### src/rtl/line_buf_sched.sv
// line_buf_sched: steers input lines into a ring of BUF_CNT line buffers and
// releases WIN = BUF_CNT-1 rows together as a sliding vertical window.
// Latency: pop_o two cycles after the eol_i completing a window (one cycle after
// empty_i clears). Flow control: a window is held in READ until out_done_i;
// an eol_i into a full ring is dropped and raises the sticky ovf_o.
// Ports: clk_i/rst_i (async active-low), sof_i/eol_i input-side handshakes,
// empty_i per-buffer status, out_done_i output-side tlast, wr_sel_o/rd_base_o
// ring indices, pop_o/flush_o per-buffer strobes, fill_o, busy_o, win_cnt_o,
// ovf_o.
module line_buf_sched #(
  parameter  int BUF_CNT   = 4,
  parameter  int CNT_WIDTH = 16,
  localparam int IW        = $clog2(BUF_CNT),
  localparam int FW        = $clog2(BUF_CNT+1)
) (
  input  logic                 clk_i,
  input  logic                 rst_i,
  input  logic                 sof_i,
  input  logic                 eol_i,
  input  logic [BUF_CNT-1:0]   empty_i,
  input  logic                 out_done_i,
  output logic [IW-1:0]        wr_sel_o,
  output logic [IW-1:0]        rd_base_o,
  output logic [BUF_CNT-1:0]   pop_o,
  output logic [BUF_CNT-1:0]   flush_o,
  output logic [FW-1:0]        fill_o,
  output logic                 busy_o,
  output logic [CNT_WIDTH-1:0] win_cnt_o,
  output logic                 ovf_o
);

  localparam int WIN = BUF_CNT - 1;
  localparam logic [BUF_CNT-1:0] WIN_BASE = {1'b0, {WIN{1'b1}}};

  typedef enum logic [1:0] {IDLE, POP, READ, FLUSH} state_e;

  state_e               state_q, state_d;
  logic [IW-1:0]        wr_sel_q, wr_sel_d;
  logic [IW-1:0]        rd_base_q, rd_base_d;
  logic [FW-1:0]        fill_q, fill_d;
  logic [CNT_WIDTH-1:0] win_cnt_q, win_cnt_d;
  logic                 ovf_q, ovf_d;
  logic [BUF_CNT-1:0]   pop_q, pop_d;
  logic [BUF_CNT-1:0]   flush_q, flush_d;
  logic                 busy_q, busy_d;

  logic [2*BUF_CNT-1:0] win_dbl;
  logic [BUF_CNT-1:0]   win_mask;
  logic                 win_ready;
  logic                 flush_now;
  logic                 eol_take;

  // Ring indices wrap at BUF_CNT-1, which need not be a power of two.
  function automatic logic [IW-1:0] idx_inc(input logic [IW-1:0] i);
    return (i == IW'(BUF_CNT-1)) ? '0 : i + 1'b1;
  endfunction

  // Rotate the WIN-row mask left by rd_base; the upper half folds back to
  // the low bits to form the modulo-BUF_CNT wrap.
  assign win_dbl   = {{BUF_CNT{1'b0}}, WIN_BASE} << rd_base_q;
  assign win_mask  = win_dbl[BUF_CNT-1:0] | win_dbl[2*BUF_CNT-1:BUF_CNT];
  assign win_ready = ~|(win_mask & empty_i);

  assign flush_now = (state_q == FLUSH);
  // A full ring can still take a line when the oldest row is freed this cycle.
  assign eol_take  = eol_i && ((fill_q != FW'(BUF_CNT)) || flush_now);

  always_comb begin
    state_d   = state_q;
    wr_sel_d  = wr_sel_q;
    rd_base_d = rd_base_q;
    fill_d    = fill_q;
    win_cnt_d = win_cnt_q;
    ovf_d     = ovf_q;
    pop_d     = '0;
    flush_d   = '0;
    busy_d    = 1'b0;

    if (sof_i) begin
      // New frame: drop all buffered lines and restart the window count.
      state_d   = IDLE;
      wr_sel_d  = '0;
      rd_base_d = '0;
      fill_d    = '0;
      win_cnt_d = '0;
      ovf_d     = 1'b0;
    end else begin
      case (state_q)
        IDLE:    if ((fill_q >= FW'(WIN)) && win_ready) state_d = POP;
        POP:     state_d = READ;
        READ:    if (out_done_i) state_d = FLUSH;
        FLUSH:   state_d = IDLE;
        default: state_d = IDLE;
      endcase

      if (eol_i && !eol_take) ovf_d = 1'b1;
      if (eol_take) wr_sel_d = idx_inc(wr_sel_q);
      if (flush_now) begin
        rd_base_d = idx_inc(rd_base_q);
        win_cnt_d = win_cnt_q + 1'b1;
      end

      case ({eol_take, flush_now})
        2'b10:   fill_d = fill_q + 1'b1;
        2'b01:   fill_d = fill_q - 1'b1;
        default: fill_d = fill_q;
      endcase

      // Strobes are registered alongside the state they belong to.
      pop_d   = (state_d == POP)   ? win_mask : '0;
      flush_d = (state_d == FLUSH) ? (BUF_CNT'(1) << rd_base_q) : '0;
      busy_d  = (state_d == READ);
    end
  end

  always_ff @(posedge clk_i or negedge rst_i) begin
    if (!rst_i) begin
      state_q   <= IDLE;
      wr_sel_q  <= '0;
      rd_base_q <= '0;
      fill_q    <= '0;
      win_cnt_q <= '0;
      ovf_q     <= 1'b0;
      pop_q     <= '0;
      flush_q   <= '0;
      busy_q    <= 1'b0;
    end else begin
      state_q   <= state_d;
      wr_sel_q  <= wr_sel_d;
      rd_base_q <= rd_base_d;
      fill_q    <= fill_d;
      win_cnt_q <= win_cnt_d;
      ovf_q     <= ovf_d;
      pop_q     <= pop_d;
      flush_q   <= flush_d;
      busy_q    <= busy_d;
    end
  end

  assign wr_sel_o  = wr_sel_q;
  assign rd_base_o = rd_base_q;
  assign fill_o    = fill_q;
  assign win_cnt_o = win_cnt_q;
  assign ovf_o     = ovf_q;
  assign pop_o     = pop_q;
  assign flush_o   = flush_q;
  assign busy_o    = busy_q;

endmodule

### config.mk
export PLATFORM = sky130hd
export DESIGN_NAME = line_buf_sched
export DESIGN_NICKNAME = d
export VERILOG_FILES = /design/src/rtl/line_buf_sched.sv
export SDC_FILE = /design/constraint.sdc
export NUM_CORES = 1
export LEC_CHECK = 0
export CORE_MARGIN = 2
export CORE_UTILIZATION = 45
export DETAILED_ROUTE_END_ITERATION = 8
export DONT_BUFFER_PORTS = 1
export SYNTH_ARGS = -nofsm -noshare
export SYNTH_HDL_FRONTEND = slang
export SYNTH_SLANG_ARGS = --single-unit
### constraint.sdc
create_clock -name clk_i -period 4.9 [get_ports clk_i]
set_clock_uncertainty 0.2 [all_clocks]
set_input_delay 0.98 -clock clk_i [delete_from_list [all_inputs] [get_ports clk_i]]
set_output_delay 0.98 -clock clk_i [all_outputs]
set_load 0.005 [all_outputs]
Word-level counts from Yosys, hierarchy flattened
Index checks and enable logic that the tools add are counted.
Widths: inputs -> output; s select.
- reduce and logical (&&, ||, !) cells: 12
- shift-type cells: 2
- mux-type cells: 22
- order comparisons: 1
- equal/unequal tests: 11
- bitwise operators: 2
- add/sub/neg operators: 5
- operator list (operator ; number):
    $mux 16 ; 2
    $mux 2 ; 10
    $add 16x1->16 const B ; 1
    $mux 4 ; 4
    $eq 2x2->1 const B ; 7
    $pmux 2 s4 ; 1
    $shl 3x2->8 const A ; 1
    $eq 2x1->1 const B ; 3
    $pmux 3 s2 ; 1
    $reduce_bool 2->1 ; 3
    $add 2x1->2 const B ; 2
    $and 4x4->4 ; 1
    $or 4x4->4 ; 1
    $reduce_or 4->1 ; 1
    $shl 1x2->4 const A ; 1
    $add 3x1->3 const B ; 1
    $ge 3x2->1 const B ; 1
    $logic_and 1x1->1 ; 3
    $mux 1 ; 3
    $mux 3 ; 1
    $ne 3x3->1 const B ; 1
    $reduce_bool 3->1 ; 1
    $sub 3x1->3 const B ; 1
    $logic_not 1->1 ; 2
    other kinds (2) ; 2
- bits in registers: 35
- input port bits: 9
- logic and storage cells: 64
- output and inout port bits: 33

Longest topological paths before layout
Gate-level depths: netlist of the first run.
- depth after elaboration: 12
- gate-level depth with buffers: 9
- gate-level depth less buffers: 8

Worst setup path after synthesis of the first run
No wires, ideal clock.
- path kind: in2reg
- start point: input eol_i
- end point: register fill_q[2], in the netlist fill_o[2]
- stages on the path: 6
- library setup time: 0.094 ns
- setup slack: 2.656 ns
- buffers on the path: 0
- data arrival time: 1.950 ns
- cell sequence: nand2b_1 inv_1 fa_1 o21ai_0 nor2_1 a211oi_1
- cells in the longest elaborated chain, start to end: 4
- ends and longest elaborated chain (item ; RTL line ; source):
    start: declaration ; 19 ; input logic eol_i,
    $logic_and 1x1->1 * ; 66 ; assign eol_take = eol_i && ((fill_q != FW'(BUF_CNT)) || flush_now);
    $eq 2x1->1 / $eq 2x2->1 (equally long branches) ; 103 ; case ({eol_take, flush_now})
    $pmux 3 s2 ; 103 ;
    $mux 3 ; 79 ; if (sof_i) begin
    end signal: assignment ; 131 ; fill_q <= fill_d;
    end: declaration ; 40 ; logic [FW-1:0] fill_q, fill_d;
Mark *: on every way between the ends. The rest lies on a longest branch, timed or not.
A chain may end at the register's enable or synchronous reset.

Worst setup path after layout of the first run
- start point: register state_q[0]
- end point: register fill_q[2], in the netlist fill_o[2]
- cells in the longest elaborated chain, start to end: 6
- ends and longest elaborated chain (item ; RTL line ; source):
    start: declaration ; 37 ; state_e state_q, state_d;
    start signal: assignment ; 128 ; state_q <= state_d;
    $eq 2x2->1 * ; 64 ; assign flush_now = (state_q == FLUSH);
    $logic_or 1x1->1 ; 66 ;
    $logic_and 1x1->1 ; 66 ;
    $eq 2x1->1 / $eq 2x2->1 (equally long branches) ; 103 ;
    $pmux 3 s2 ; 103 ;
    $mux 3 ; 79 ;
Marked as above.

==> results.ini, run 1 <==
[status]
status=finished, final reports clean

[logic_synthesis]
seq_area_frac_synth=0.4664
synth_compound_area_frac=0.07395
synth_edf_count=0
synth.most_common_cell=dfrtp_1
synth_fp_nets=197
yosysWarnings=0
netlist_instances=175
synth.distinct_cells=36
ys_seq_elements=35
synth_top_cell_by_area=dfrtp_1
syn_avg_cell_area_um2=10.73
muxShareOfSynthArea=0.02132
synthArstFlopShare=1.000
synth_top_family_by_area=simple AND/OR/NAND/NOR gates
synth.top_cells.by_count=dfrtp_1, nor2_1, ha_1
synthAdderAreaFrac=0.09061
yosysTopAreaCellShare=0.4664
yosys.area_share.xor_xnor=0.06529
ys_top_cells_by_area=dfrtp_1, ha_1, nor2_1
synthSimpleGateAreaFrac=0.2478
synthesis.area_um2=1878
synthFlopType=dfrtp_1

[cells_and_area]
syn_to_final_growth_pct=8.328
layout.nets=199
drive_above_1_share=0.1292
post-route-util=0.5086
nFillCells=364
antenna_cells=0
final_area_um2=2034

[power_and_ir_drop]
leakagePower_nw=0.8859
p_int_mw=0.5339
p_sw_frac=0.2803
power.total_mw=0.7419
switchingPower_mw=0.2079
seqPwrFrac=0.453
ir_drop_mv=0.3247
power.density_nw_per_um2=364.7
p_clk_frac=0.365
comb_power_share=0.182

[timing]
max_slew_margin=0.5693
fin_crit_ns=2.409
setup_viol=0
post-route-period-util=0.4916
fmax_ghz=0.4151
worst_slew_pin_slew_ns=0.6460
drv_slew=0
hold_viol=0
rsz0062_at_grt=false
hold_slack_ns=0.1807
fin_tns_setup_ns=0

[clock_tree]
clock_latency_ns=0.29
post_cts_resized=0
hold_buffers=0
ctsLongestPathBuffers=2
cts_tree=done
path_clk_slew_ns=0.07
cts_buffers=5
cts_sinks=35
htreeDepth=2
clock-root-buffer=clkbuf_8
post_cts.repair.setup_buffers=0

[grt]
grt_start_max_net_pins=36
antenna_found_initial=0
grt_pass1_vias=1268
grt-ovfl-total=0
grt_pass1_wl_um=5878
grtUsageTotal=0.1713

[setup_path]
cp_slowest_cell=ha_1
path_delay_family=adder cells
cp_data_arrival_time_ns=2.41
end_kind=flip-flop
regToRegStartpoint=state_q[0]
start_kind=flip-flop
reg2reg_to=fill_o[2]
crit_path_max_fanout=16
cp_data_required_time_ns=4.90
path_cells=ha_1, nand2b_1, inv_1, fa_1, o21ai_0, nor2_1, a211oi_1
slowest_delay_ns=0.45
ff2ff_path_depth=7
crit_buf_inv=1
critPathKind=flip-flop to flip-flop
rrSetupSlack_ns=2.49

[drt]
drt_wl_total_um=3587
dr_total_vias=1254
avgRoutedWirePerCell_um=15.73
antenna_left=0
viasPerCell=5.500
dr.pass1.iters=4
drc=0
first_iter_violations=46

[floorplan]
io_pins=42
die_area_um2=4706
core_um2=4000
start_util=0.4695
fp.dieH_um=68.60
die_x_um=68.60
fp-row-count=23

[worst_hold_path]
hp-class=primary input to async pin

[place]
hpwl_um=2517
port_buffers=0
gp_congestion=0.8819
place_area_um2=1917

[job]
maxCapViolations=0

## worst max path at each step
| stage | cells after the start | end | startpoint | slack (ns) |
|---|---|---|---|---|
| finish | 7 | fill_o[2] | state_q[0] | 2.49 |
| global route | 8 | fill_o[2] | state_q[0] | 2.30 |
| CTS | 7 | fill_o[2] | state_q[0] | 2.49 |
| detailed placement | 6 | fill_o[2] | eol_i | 2.45 |
| global placement | 6 | fill_o[2] | eol_i | 2.61 |
| floorplan | 6 | fill_o[2] | eol_i | 2.66 |
## final cells by class
class,count,area (µm²),area share
clock buffer,6,82.58,0.04059
clock inverter,2,35.03,0.01722
inverter,11,41.29,0.02030
multi-input combinational,124,937.1,0.4606
sequential,35,875.8,0.4305
tap,50,62.56,0.03075
## power by group through the flow
stage	clock network [mW]	registers, mW	logic (mW)
floorplan	0	0.336	0.116
global placement	0	0.341	0.129
detailed placement	0	0.343	0.135
CTS	0.276	0.337	0.136
global route	0.288	0.340	0.154
finish	0.271	0.336	0.135
## metrics by stage
| step | std cells | setup WS, ns |
|---|---|---|
| floorplan | 175 | 2.656 |
| global placement | 220 | 2.614 |
| detailed placement | 220 | 2.454 |
| CTS | 228 | 2.494 |
| global route | 228 | 2.298 |
| finish | 228 | 2.491 |
## metal layers
metal  global-route usage  part of all wire  up-vias
met5                    0                 0        -
met4              0.07250             0.015        0
met3              0.06331             0.066        5
met2               0.2788              0.48       31
met1               0.2027              0.44      614
li1                     -                 -      604
## kinds of logic after synthesis
logic type | after synthesis
AND/OR/NAND/NOR | 73
flip-flops | 35
AO/OA/AOI/OAI | 20
buffers and inverters | 16
XOR/XNOR | 14
adder cells (fa/ha/maj) | 13
multiplexers | 4
## cells in the final DEF (no fill, tap or decap), drive strengths merged, types with 2 or more instances in the layout
cell type | Yosys | layout
a21oi | 8 | 8
nor4b | 5 | 5
nand4 | 5 | 5
nand2b | 3 | 3
nand3 | 3 | 3
xnor2 | 9 | 9
nor2 | 23 | 23
nor4 | 4 | 4
or3 | 3 | 3
nor2b | 8 | 8
dfrtp | 35 | 35
inv | 11 | 11
xor2 | 5 | 5
ha | 12 | 12
nor3 | 9 | 9
clkbuf | 3 | 6
a211oi | 2 | 2
nand2 | 7 | 7
o21ai | 3 | 3
mux2i | 4 | 4
## state kept, by name (all words and copies together) (netlist names)
| register | cells |
|---|---|
| ovf_o | 1 |
| busy_o | 1 |
| wr_sel_o | 2 |
| flush_o | 4 |
| fill_o | 3 |
| pop_o | 4 |
| state_q | 2 |
| rd_base_o | 2 |
| win_cnt_o | 16 |
Power figures use the tool's default switching activity.
==> inputs of run 2 (changes only) <==
==> constraint.sdc (replaced) <==
create_clock -name clk_i -period 2.23 [get_ports clk_i]
set_clock_uncertainty 0.2 [all_clocks]
set_input_delay 0.446 -clock clk_i [delete_from_list [all_inputs] [get_ports clk_i]]
set_output_delay 0.446 -clock clk_i [all_outputs]
set_load 0.005 [all_outputs]
==> run 2 against run 1 <==
Design area grew 1.4%. Sequential share of layout area shrank 0.57 points. Worst hold slack lost 0.15 ns. Fmax grew 18%. Worst setup slack lost 2.3 ns. Count of clock-buffer cells in the layout grew 2. Cell count grew 1.8%. Combinational power grew 140%. Via count grew 2.8%. Global-route usage shrank 0.95 points. Register-to-register slack lost 2.3 ns. Largest power group unchanged.
==> results.ini, run 2 (same netlist as run 1, synthesis figures left out) <==
[floorplan]
core_um2=4000
io_pins=42
die_area_um2=4706
fp-row-count=23
die_x_um=68.60
start_util=0.4695
fp.dieH_um=68.60

[cells_and_area]
largest_reg_flops=16
layout.nets=203
post-route-util=0.5155
most-common-layout-cells=dfrtp_1, nor2_1, ha_1
final_cells=232
antenna_cells=0
drive_above_1_share=0.1374
final_common_cell=dfrtp_1
syn_to_final_growth_pct=9.794
nFillCells=360
final_area_um2=2062

[power_and_ir_drop]
leakagePower_nw=0.9005
power.density_nw_per_um2=758.3
p_sw_frac=0.2900
power.total_mw=1.564
comb_power_share=0.211
p_int_mw=1.110
ir_drop_mv=0.4745
seqPwrFrac=0.472
p_clk_frac=0.317
switchingPower_mw=0.4534

[grt]
antenna_found_initial=0
grt_start_max_net_pins=36
grt-ovfl-total=0
grt_pass1_vias=1253
grtUsageTotal=0.1618
grt_pass1_wl_um=5706

[setup_path]
path_cells=ha_1, nand2b_1, inv_1, fa_1, nand3b_1, o22ai_1, a211oi_1
ff2ff_path_depth=7
crit_buf_inv=1
critPathKind=flip-flop to flip-flop
reg2reg_to=fill_o[2]
path_delay_family=adder cells
slowest_delay_ns=0.42
path_depth=7
end_kind=flip-flop
cp_data_required_time_ns=2.21
rrSetupSlack_ns=0.19
start_kind=flip-flop
crit_path_max_fanout=5
cp_slowest_cell=dfrtp_1
regToRegStartpoint=state_q[0]
cp_data_arrival_time_ns=2.02

[drt]
dr_total_vias=1289
drt_wl_total_um=3529
drc=0
viasPerCell=5.556
first_iter_violations=75
dr.pass1.iters=4
avgRoutedWirePerCell_um=15.21
antenna_left=0

[clock_tree]
cts_sinks=35
htreeDepth=2
ctsLongestPathBuffers=2
path_clk_slew_ns=0.07
cts_tree=done
post_cts.repair.setup_buffers=0
clock_latency_ns=0.27
clock-root-buffer=clkbuf_8
cts_buffers=5

[place]
preCtsSetupSlack_ns=0.2128
place_area_um2=1932
port_buffers=0
placed_cells=222
hpwl_um=2537
gp_congestion=0.8234

[timing]
drv_slew=0
finalWorstSetupSlack_ns=0.1874
max_slew_margin=0.7116
fin_crit_ns=2.043
fin_tns_setup_ns=0
post-route-period-util=0.9160
hold_viol=0
worst_slew_pin_slew_ns=0.4292
setup_viol=0
hold_slack_ns=0.02986
fmax_ghz=0.4896
rsz0062_at_grt=false

[job]
maxCapViolations=0

[worst_hold_path]
holdPathEnd=win_cnt_o[7]
hp-class=primary input to flip-flop
hp-start=sof_i
holdPathStages=1

[status]
status=finished, final reports clean

-- run 2: worst max path at each step --
stage                      start         end
detailed placement    state_q[0]   fill_o[2]
global route        rd_base_o[0]  flush_o[2]
floorplan             state_q[0]   fill_o[2]
CTS                   state_q[0]   fill_o[2]
global placement      state_q[0]   fill_o[2]
finish                state_q[0]   fill_o[2]
-- run 2: final cells by class --
type                       instances  area [µm²]  share of cell area
tap                               50       62.56             0.03034
sequential                        35       875.8              0.4248
clock buffer                       8       100.1             0.04854
timing repair buffer               4       45.04             0.02184
inverter                          11       41.29             0.02002
multi-input combinational        124       937.1              0.4545
-- run 2: layer usage --
metal | up-vias | global-route usage | part of all wire | routed length [µm]
li1 | 611 | - | - | -
met1 | 647 | 0.1936 | 0.43 | 1521
met2 | 29 | 0.2740 | 0.50 | 1780
met3 | 2 | 0.05195 | 0.060 | 210
met4 | 0 | 0.05250 | 0.0048 | 17
met5 | - | 0 | 0 | 0
-- run 2: timing repair --
item                                   in CTS  in global routing
setup endpoints to repair                   0                  0
hold buffers                                2                  0
resized for setup                           0                  0
endpoints found under the hold margin      35                  0
-- run 2: power groups by stage --
stage	Clock, mW	Combinational [mW]	Sequential [mW]
after global placement	0	0.295	0.749
after floorplan	0	0.255	0.739
after detailed placement	0	0.309	0.752
after global routing	0.543	0.369	0.747
after CTS	0.516	0.330	0.739
final	0.496	0.329	0.738
-- run 2: worst reg2reg max path: cells and delay by family (launching register included) --
family	cells	cell delay [ns]
fa+ha+maj	2	0.64
flops	1	0.42
compound gates	2	0.32
simple gates	2	0.28
buf+inv	1	0.08
==> inputs of run 3 (changes only) <==
--- a/config.mk
+++ b/config.mk
@@ -9,6 +9,7 @@
 export CORE_UTILIZATION = 45
 export DETAILED_ROUTE_END_ITERATION = 8
 export DONT_BUFFER_PORTS = 1
+export GPL_ROUTABILITY_DRIVEN = 1
 export SYNTH_ARGS = -nofsm -noshare
 export SYNTH_HDL_FRONTEND = slang
 export SYNTH_SLANG_ARGS = --single-unit
==> results of run 3 <==
No change in the layout: final DEF, timing and power equal those of run 2.
